<file path="src/rtl/disp_pkg.sv">
// Shared definitions for the 7-segment display scan controller.
// Contents: FSM state constants, 16-entry glyph table ({g,f,e,d,c,b,a}), SEG_BLANK.
// Build option: LEADING_ZERO_BLANK_EN (consumed by disp_scan_ctrl).
package disp_pkg;

    typedef logic [1:0] state_t;

    localparam state_t ST_IDLE  = 2'd0;
    localparam state_t ST_SHOW  = 2'd1;
    localparam state_t ST_BLANK = 2'd2;

    localparam logic [7:0] SEG_BLANK = 8'h00;

    // Index 15 is leftmost: F,E,d,C,b,A,9..0
    localparam logic [15:0][6:0] GLYPH_TBL = {
        7'h71, 7'h79, 7'h5E, 7'h39, 7'h7C, 7'h77, 7'h6F, 7'h7F,
        7'h07, 7'h7D, 7'h6D, 7'h66, 7'h4F, 7'h5B, 7'h06, 7'h3F
    };

endpackage

</file>
<file path="src/rtl/disp_seg7_decode.sv">
// Combinational hex digit to 7-segment decoder with decimal point.
// Ports: i_val  - 4-bit digit value (0-F)
//        i_dp   - decimal point, active-high
//        o_seg_c- {dp,g,f,e,d,c,b,a}, active-high, combinational
module seg7_decode
    import disp_pkg::*;
(
    input  logic [3:0] i_val,
    input  logic       i_dp,
    output logic [7:0] o_seg_c
);

    assign o_seg_c = {i_dp, GLYPH_TBL[i_val]};

endmodule

</file>
<file path="src/rtl/disp_scan_ctrl.sv">
// Time-multiplexed scan scheduler for a multi-digit 7-segment display.
// Rotates one active-low digit enable per slot, with an optional all-dark
// dead time between slots, and drives the decoded glyph of a per-slot snapshot.
// Ports: clk, rst (sync, active-high), en (scan enable),
//        digits_in (4 bits per digit, digit 0 LSB), dp_in (per-digit dp),
//        led_en (active-low enables), led_seg ({dp,g..a}), digit_sel,
//        frame_tick (pulse on first SHOW cycle of digit 0 after a wrap).
// Build option: LEADING_ZERO_BLANK_EN blanks leading zero digits (digit 0 never).
module disp_scan_ctrl
    import disp_pkg::*;
#(
    parameter int unsigned NUM_DIGITS  = 8,
    parameter int unsigned SCAN_DIV    = 100000,
    parameter int unsigned DEAD_CYCLES = 1000
) (
    input  logic                          clk,
    input  logic                          rst,
    input  logic                          en,
    input  logic [4*NUM_DIGITS-1:0]       digits_in,
    input  logic [NUM_DIGITS-1:0]         dp_in,
    output logic [NUM_DIGITS-1:0]         led_en,
    output logic [7:0]                    led_seg,
    output logic [$clog2(NUM_DIGITS)-1:0] digit_sel,
    output logic                          frame_tick
);

    localparam int unsigned SEL_W     = $clog2(NUM_DIGITS);
    localparam int unsigned CNT_MAX   = (SCAN_DIV > DEAD_CYCLES) ? SCAN_DIV : DEAD_CYCLES;
    localparam int unsigned CNT_W     = $clog2(CNT_MAX + 1);
    localparam int unsigned SHOW_LAST = SCAN_DIV - 1;
    localparam int unsigned DEAD_LAST = (DEAD_CYCLES != 0) ? DEAD_CYCLES - 1 : 0;
    localparam bit          HAS_DEAD  = (DEAD_CYCLES != 0);

    state_t             r_state, w_state_nxt;
    logic [CNT_W-1:0]   r_cnt, w_cnt_nxt;
    logic [SEL_W-1:0]   r_sel, w_sel_nxt, w_sel_inc;
    logic               w_enter_show, w_wrap;

    logic [3:0]         r_snap_val, w_snap_val_nxt, w_live_val;
    logic               r_snap_dp, w_snap_dp_nxt, w_live_dp;
    logic               r_snap_blank, w_snap_blank_nxt, w_live_blank;

    logic [NUM_DIGITS-1:0] r_led_en, w_led_en_nxt;
    logic [7:0]            r_led_seg, w_led_seg_nxt, w_dec_seg;
    logic                  r_frame_tick;

    // Next digit index, wrapping at the last digit
    assign w_sel_inc = (r_sel == SEL_W'(NUM_DIGITS - 1)) ? '0 : r_sel + SEL_W'(1);

    // Next-state, slot counter and digit index
    always_comb begin
        w_state_nxt  = r_state;
        w_sel_nxt    = r_sel;
        w_cnt_nxt    = r_cnt + CNT_W'(1);
        w_enter_show = 1'b0;
        w_wrap       = 1'b0;
        case (r_state)
            ST_IDLE: begin
                w_cnt_nxt = '0;
                if (en) begin
                    w_state_nxt  = ST_SHOW;
                    w_sel_nxt    = '0;
                    w_enter_show = 1'b1;
                end
            end
            ST_SHOW: begin
                if (r_cnt == CNT_W'(SHOW_LAST)) begin
                    w_cnt_nxt = '0;
                    if (HAS_DEAD) begin
                        w_state_nxt = ST_BLANK;
                    end else begin
                        w_state_nxt  = ST_SHOW;
                        w_sel_nxt    = w_sel_inc;
                        w_enter_show = 1'b1;
                        w_wrap       = (r_sel == SEL_W'(NUM_DIGITS - 1));
                    end
                end
            end
            ST_BLANK: begin
                if (r_cnt == CNT_W'(DEAD_LAST)) begin
                    w_cnt_nxt    = '0;
                    w_state_nxt  = ST_SHOW;
                    w_sel_nxt    = w_sel_inc;
                    w_enter_show = 1'b1;
                    w_wrap       = (r_sel == SEL_W'(NUM_DIGITS - 1));
                end
            end
            default: begin
                w_state_nxt = ST_IDLE;
                w_cnt_nxt   = '0;
                w_sel_nxt   = '0;
            end
        endcase
        if (!en) begin
            w_state_nxt  = ST_IDLE;
            w_sel_nxt    = '0;
            w_cnt_nxt    = '0;
            w_enter_show = 1'b0;
            w_wrap       = 1'b0;
        end
    end

    // Live value/dp of the digit about to be shown, and its leading-zero status
    always_comb begin
        w_live_val   = 4'h0;
        w_live_dp    = 1'b0;
        w_live_blank = 1'b0;
        for (int i = 0; i < int'(NUM_DIGITS); i++) begin
            if (w_sel_nxt == SEL_W'(i)) begin
                w_live_val = digits_in[4*i +: 4];
                w_live_dp  = dp_in[i];
            end
        end
`ifdef LEADING_ZERO_BLANK_EN
        // Blank when this digit and every more-significant digit are zero
        w_live_blank = (w_sel_nxt != '0);
        for (int j = 0; j < int'(NUM_DIGITS); j++) begin
            if ((SEL_W'(j) >= w_sel_nxt) && (digits_in[4*j +: 4] != 4'h0)) begin
                w_live_blank = 1'b0;
            end
        end
`else
        w_live_blank = 1'b0;
`endif
    end

    // Snapshot is taken only on the edge entering SHOW
    assign w_snap_val_nxt   = w_enter_show ? w_live_val   : r_snap_val;
    assign w_snap_dp_nxt    = w_enter_show ? w_live_dp    : r_snap_dp;
    assign w_snap_blank_nxt = w_enter_show ? w_live_blank : r_snap_blank;

    seg7_decode u_dec (
        .i_val   (w_snap_val_nxt),
        .i_dp    (w_snap_dp_nxt),
        .o_seg_c (w_dec_seg)
    );

    // Output values for the coming cycle
    always_comb begin
        w_led_en_nxt  = '1;
        w_led_seg_nxt = SEG_BLANK;
        if (w_state_nxt == ST_SHOW) begin
            for (int i = 0; i < int'(NUM_DIGITS); i++) begin
                if (w_sel_nxt == SEL_W'(i)) begin
                    w_led_en_nxt[i] = 1'b0;
                end
            end
            w_led_seg_nxt = w_snap_blank_nxt ? {w_snap_dp_nxt, 7'h00} : w_dec_seg;
        end
    end

    // State, snapshot and output registers
    always_ff @(posedge clk) begin
        if (rst) begin
            r_state      <= ST_IDLE;
            r_cnt        <= '0;
            r_sel        <= '0;
            r_snap_val   <= 4'h0;
            r_snap_dp    <= 1'b0;
            r_snap_blank <= 1'b0;
            r_led_en     <= '1;
            r_led_seg    <= SEG_BLANK;
            r_frame_tick <= 1'b0;
        end else begin
            r_state      <= w_state_nxt;
            r_cnt        <= w_cnt_nxt;
            r_sel        <= w_sel_nxt;
            r_snap_val   <= w_snap_val_nxt;
            r_snap_dp    <= w_snap_dp_nxt;
            r_snap_blank <= w_snap_blank_nxt;
            r_led_en     <= w_led_en_nxt;
            r_led_seg    <= w_led_seg_nxt;
            r_frame_tick <= w_wrap;
        end
    end

    assign led_en     = r_led_en;
    assign led_seg    = r_led_seg;
    assign digit_sel  = r_sel;
    assign frame_tick = r_frame_tick;

endmodule

</file>
<file path="config.mk">
export PLATFORM = sky130hd
export DESIGN_NAME = disp_scan_ctrl
export DESIGN_NICKNAME = d
export VERILOG_FILES = /design/src/rtl/disp_pkg.sv /design/src/rtl/disp_seg7_decode.sv /design/src/rtl/disp_scan_ctrl.sv
export SDC_FILE = /design/constraint.sdc
export NUM_CORES = 1
export LEC_CHECK = 0
export ABC_AREA = 1
export CAP_MARGIN = 15
export CORE_MARGIN = 2
export CORE_UTILIZATION = 35
export DETAILED_ROUTE_END_ITERATION = 12
export DONT_BUFFER_PORTS = 1
export PLACE_DENSITY = 0.57
export REMOVE_ABC_BUFFERS = 1
export SYNTH_ARGS = -nofsm -noshare
export SYNTH_HDL_FRONTEND = slang
export SYNTH_HIERARCHICAL = 1
export SYNTH_SLANG_ARGS = --single-unit
</file>
<file path="constraint.sdc">
create_clock -name clk -period 2.6 [get_ports clk]
set_clock_uncertainty 0.15 [all_clocks]
set_input_delay 0.26 -clock clk [delete_from_list [all_inputs] [get_ports clk]]
set_output_delay 0.26 -clock clk [all_outputs]
set_load 0.02 [all_outputs]
</file>
==> out/results.ini <==
[status]
outcome = finished, violations left
violations = negative setup slack

[clocking]
worstSkewPairLatency_ps = 300
htree_levels = 2
tritoncts = done
clk_pin_slew_ps = 90
clockRootBuffer = clkbuf_8
numCtsBuffers = 5
clk_path_buf_depth = 2
cts.sinks = 45

[timing]
fin_hold_ws_ps = 19.50
worst_pin_slew_ps = 345.7
maxSlewViolCount = 0
rsz0062_at_grt = yes
slew_headroom_pct = 76.78
setup_viol = 7
worst_slack_ps = -304.3
fmax_mhz = 344.3
finalHoldViolCount = 0
period_needed_ps = 2904
min_period_over_period_pct = 111.7

[critical_path]
cp_max_fo = 7
cp-start-kind = register
crit_arrival_ps = 3000
cp-end-kind = register
r2r_slack_ps = -300
worstSetupPathType = register to register
required_ps = 2690

[routing]
drtAntennaViolNets = 0
vias_per_cell = 4.788
drc = 0
drt_iter0_drc = 81
via_count = 2681
wl_per_cell_um = 12.66
dr.pass1.iters = 4
wl_um = 7088

[yosys]
yosys.area_share.adder_pct = 6.708
netlist_area_um2 = 2611
yosys_warnings = 6
syn_inst = 373
synthSimpleGateAreaFrac_pct = 41.69
synth_mux_area_share_pct = 0
synth-compound-area-share_pct = 7.523
synth_top_family_by_area = simple AND/OR/NAND/NOR gates
synth_area_per_cell_um2 = 7.001
synth.distinct_cells = 32
yosys.area_share.xor_xnor_pct = 0.6708
seq_area_frac_synth_pct = 34.50
ys_seq_elements = 45

[min_path]
hold_class = primary input to register

[floorplan]
coreArea_um2 = 7253
die-area_um2 = 8168
std_cell_rows = 31
dieHeight_um = 90.38
design.portCount = 63
start_util_pct = 36.00
fp.dieW_um = 90.38

[placed_design]
routabilityCongestion = 0.8571
placed_cell_area_um2 = 3201
io_buffers = 0
dp_hpwl_um = 5060
pre_cts_ws_ps = -452.1

[global_route]
grt_max_degree = 18
grt_antenna_before_repair = 0
grt_pass1_vias = 2664
grt_overflow = 0
grtUsageTotal_pct = 17.36
grt_pass1_wl_um = 11770

[finish]
multi_input_area_um2 = 1750
finalInstanceArea_um2 = 3812
synthToLayoutAreaGrowth_pct = 46.00
seq_area_um2 = 903.4
utilization_pct = 52.56
nets = 517
num-fill-cells = 685
diodes = 0
layout-drive-gt1-share_pct = 36.88
final_cell_mix = 69 x nand2_1, 69 x buf_4, 43 x dfxtp_1

[power_and_ir_drop]
total_power_uw = 1484
p_leak_uw = 0.001768
ir_drop_uv = 229.6
power.density_nw_per_um2 = 389.2

[job]
maxCapViolations = 0

## Yosys cell counts
| cell type | n | area, µm² |
|---|---|---|
| a211oi_1 | 1 | 7.510 |
| a21boi_1 | 1 | 7.510 |
| a21oi_1 | 16 | 80.08 |
| a21oi_2 | 2 | 17.52 |
| a21oi_4 | 1 | 16.27 |
| and3_1 | 2 | 12.51 |
| buf_4 | 4 | 30.03 |
| clkbuf_1 | 2 | 7.510 |
| dfxtp_1 | 45 | 900.9 |
| ha_1 | 14 | 175.2 |
| inv_1 | 46 | 172.7 |
| inv_2 | 6 | 22.52 |
| nand2_1 | 83 | 311.6 |
| nand2_2 | 9 | 56.30 |
| nand2_4 | 4 | 45.04 |
| nand3_1 | 26 | 130.1 |
| nand3_2 | 2 | 20.02 |
| nand4_1 | 19 | 118.9 |
| nor2_1 | 49 | 183.9 |
| nor2_2 | 4 | 25.02 |
| nor3_1 | 9 | 45.04 |
| nor3_2 | 2 | 20.02 |
| nor3_4 | 2 | 32.53 |
| nor3b_1 | 5 | 37.54 |
| nor3b_4 | 1 | 18.77 |
| nor4_1 | 2 | 12.51 |
| nor4_2 | 1 | 12.51 |
| o21ai_0 | 10 | 50.05 |
| o21ai_2 | 2 | 17.52 |
| or2_1 | 1 | 6.260 |
| xnor2_1 | 1 | 8.760 |
| xor2_1 | 1 | 8.760 |
## repair_timing
action                                 4_1_cts  5_1_grt
endpoints found under the hold margin       13        5
resized for setup                           54       37
pin swaps                                   28       30
hold buffers                                 7        1
setup buffers                                5        9
setup endpoints to repair                    7       15
## area by class of cell
| cell class | count | share of cell area [%] |
|---|---|---|
| clock inverter | 1 | 0.7877 |
| tap | 99 | 3.249 |
| timing repair buffer | 86 | 18.64 |
| clock buffer | 7 | 2.265 |
| sequential | 45 | 23.70 |
| multi-input combinational | 270 | 45.91 |
| inverter | 52 | 5.448 |
## metal layers
layer / routed length [µm] / share of wire, % / GRT usage, %
met3: 387 / 5.5 / 3.840
met2: 3251 / 46 / 29.39
met5: 0 / 0 / 0
met1: 3278 / 46 / 21.52
met4: 170 / 2.4 / 6.667
## logic make-up after synthesis
kind of cell	after synthesis
AO/OA/AOI/OAI	33
adder cells (fa/ha/maj)	14
flip-flops	45
XOR/XNOR	2
AND/OR/NAND/NOR	221
buffers and inverters	58
## where the power goes
part           internal (µW)  switching, µW  total [µW]
sequential               703           16.9         720
clock                    314            245         559
combinational           89.9            115         205
total                   1110            377        1480
## worst max-delay path, cell delays in order (launching register included)
cell and delay [ps]:
dfxtp_2 360, ha_4 150, nand2_4 50, inv_4 70, nand3_2 80, nor2_4 130
nand3_2 110, nor2_4 120, a21oi_4 40, buf_12 140, nor3_4 280, inv_2 90
o21ai_1 140, inv_1 60, nand2_2 90, nand2_4 90, buf_4 150, ha_2 200
nand2_1 90, nand3_1 80, nand2_1 60, inv_1 30, nor2_1 80
## final timing paths
path,start,end,depth (start not counted)
min reg2reg,r_snap_dp$_SDFF_PP0_,r_snap_dp$_SDFF_PP0_,2
min,rst,frame_tick$_SDFF_PP0_,3
max,r_cnt[0]$_SDFF_PP0_,led_seg[0]$_SDFF_PP0_,22
max reg2reg,r_cnt[0]$_SDFF_PP0_,led_seg[0]$_SDFF_PP0_,22
## per-stage QoR
step	cells	setup TNS, ps
global route	560	-4061
floorplan	367	-1113
CTS	553	-1627
detailed placement	533	-2839
finish	560	-1902
global placement	533	-2501
## registers in the layout, indices dropped and copies added, names as in the netlist
signal / flops
digit_sel: 3
frame_tick: 1
led_en: 8
led_seg: 8
r_cnt: 17
r_snap_blank: 1
r_snap_dp: 1
r_snap_val: 4
r_state: 2
(Power assumes the default switching activity.)
==> RTL change: new RTL, config.mk and constraints unchanged <==
`SCAN_DIV`: 100000 -> 50000.
--- a/src/rtl/disp_scan_ctrl.sv
+++ b/src/rtl/disp_scan_ctrl.sv
@@ -11,5 +11,5 @@
 #(
     parameter int unsigned NUM_DIGITS  = 8,
-    parameter int unsigned SCAN_DIV    = 100000,
+    parameter int unsigned SCAN_DIV    = 50000,
     parameter int unsigned DEAD_CYCLES = 1000
 ) (
Behaviour: same outputs for any inputs over 10 cycles, from zero or initial values and one cycle with rst high; that may be too few to reach the edited logic, so the function may still have changed.
==> RTL change against the original RTL <==
The flow still finishes with violations (setup timing). Synthesized area is 4.4% higher. Clock power is 19% lower. Routed wire length is 3.4% lower. Die area is 4.2% higher. Final area is 0.33% lower. First-iteration DRC count is 38% higher. Total power is 8.0% lower. Setup slack better by 0.087 ns. Sequential cell count is 1 lower. Critical endpoint is now led_seg[3]. Largest power group unchanged.
==> RTL change: results (changes against the original RTL) <==
stage;metric;value;unit;change
power;power_clock;0.451;mW;-19%
global_route;grt_max_degree;14;;-4
clock_tree;clk_latency;0.30;ns;about the same
synthesis;synthTopCellsByCount;nand2_1 (82), inv_1 (54), dfxtp_1 (44);;
detailed_routing;via_count;2640;;-1.5%
synthesis;synthDistinctLibCells;34;;+6.3%
global_route;antenna_found_initial;0;;unchanged
global_route;grt_pass1_wl;11200;um;-5.0%
synthesis;ys.flop_type;dfxtp_1;;
sta;fin_setup_tns;-1.24;ns;+0.663 ns
outcome;status;finished, violations left;;
synthesis;synth-warning-count;6;;unchanged
power;power_switching;0.375;mW;-0.50%
sta;finalCritPeriodShare;108;%;-3.4 points
outcome;violations;setup timing;;
synthesis;synth.area.top_cells;dfxtp_1 (32%), nand2_1 (11%), inv_1 (7.4%);;
sta;setup_slack;-0.217;ns;+0.0874 ns
detailed_routing;drt_iter0_markers;112;;+38%
cells_and_area;diodes;0;;unchanged
global_route;grt_use_met1;19.3;%;-2.3 points
cells_and_area;largest_reg_flops;16;;-1
place;dp_hpwl;5060;um;about the same
global_route;track_usage;16.4;%;-1.0 points
power;max-vdd-ir-drop;0.000232;V;+0.86%
synthesis;yosysSeqAreaShare;32.3;%;-2.2 points
cells_and_area;final_layout_size_suffix_gt1_share;39.9;%;+3.0 points
sta;setup_viol_count_final;7;;unchanged
critical_path;startpoint;r_cnt[0];;
power;p_comb_share;15.4;%;+1.6 points
sta;slew_headroom;65.3;%;-12 points
critical_path;reg2reg_depth;25;;+14%
cells_and_area;fin_nets;510;;-1.4%
critical_path;worstPathArrival;2.90;ns;-0.10 ns
clock_tree;h-tree-depth;2;;unchanged
place;place.gp.congestion;0.866;;+1.0%
global_route;met2_usage;28.4;%;-1.0 points
power;leakagePower;1.71;nW;-3.5%
critical_path;r2r_end;led_seg[3];;
power;power.density;359;mW/mm2;-7.7%
detailed_routing;totalWireLength;6850;um;-3.4%
global_route;grt_use_met3;4.60;%;+0.76 points
==> RTL change: cell families (layout without fill, tap and decap cells) <==
group                    count (synthesis)  count (layout)  synth area share (%)
XOR/XNOR                                 3               3                 0.964
buffers and inverters                   66             141                  10.2
AND/OR/NAND/NOR                        220             220                  43.3
adder cells (fa/ha/maj)                 14              14                  6.43
flip-flops                              44              44                  32.3
AO/OA/AOI/OAI                           32              32                  6.84
==> RTL change: area by class of cell <==
type                       count  area [um2]
tap                          102         128
fill                         741        3850
multi-input combinational    269        1830
timing repair buffer          74         627
sequential                    44         886
clock buffer                   6        82.6
inverter                      59         239
clock inverter                 2        10.0
==> RTL change: routing by layer <==
metal | wire length [um] | vias up
met5 | 0 | -
met4 | 136 | 0
met3 | 446 | 11
met2 | 3390 | 76
met1 | 2870 | 1192
li1 | - | 1361
==> RTL change: per-stage QoR <==
stage / std cells / total power, mW / setup WS (ns) / area, um2 / hold WS [ns]
final: 556 / 1.37 / -0.217 / 3800 / 0.0825
after floorplan: 372 / 0.823 / -0.310 / 2670 / 0.172
after global placement: 529 / 0.869 / -0.275 / 3210 / 0.175
after detailed placement: 529 / 0.870 / -0.344 / 3210 / 0.175
after CTS: 550 / 1.36 / -0.202 / 3620 / 0.0733
after global routing: 556 / 1.44 / -0.428 / 3800 / 0.0674
==> RTL change: worst min path at each step <==
stage,to,cells past startpoint,from
CTS,r_state[0],3,rst
finish,r_state[0],3,rst
global placement,r_snap_val[1],1,rst
detailed placement,r_snap_val[0],1,rst
floorplan,r_snap_dp,1,rst
global route,r_state[0],3,rst
==> RTL change: what timing repair did <==
item / in CTS / in global routing
gates cloned: 0 / 0
resized for setup: 59 / 37
endpoints found under the setup margin: 7 / 8
hold endpoints to repair: 10 / 0
buffers inserted: 11 / 7
pin swaps: 35 / 52
hold buffers: 2 / 0
==> RTL change: critical path: stages, from the launching register on <==
cell and delay, ns:
dfxtp_2 0.36, ha_4 0.16, nand2_2 0.06, inv_2 0.06, nand2_2 0.05, nor2_4 0.10, nand2_4 0.08, nor2_4 0.14
nand2_4 0.09, nand2_8 0.11, nand2_8 0.08, nor2_8 0.12, nand2_4 0.09, nor2_4 0.08, nor2_2 0.04, nand4_1 0.10
nand2_2 0.09, nand2_4 0.11, inv_6 0.05, ha_4 0.26, nand2_2 0.04, o21ai_1 0.07, nand2_1 0.06, nand2_1 0.06
inv_1 0.04, nor2_1 0.08
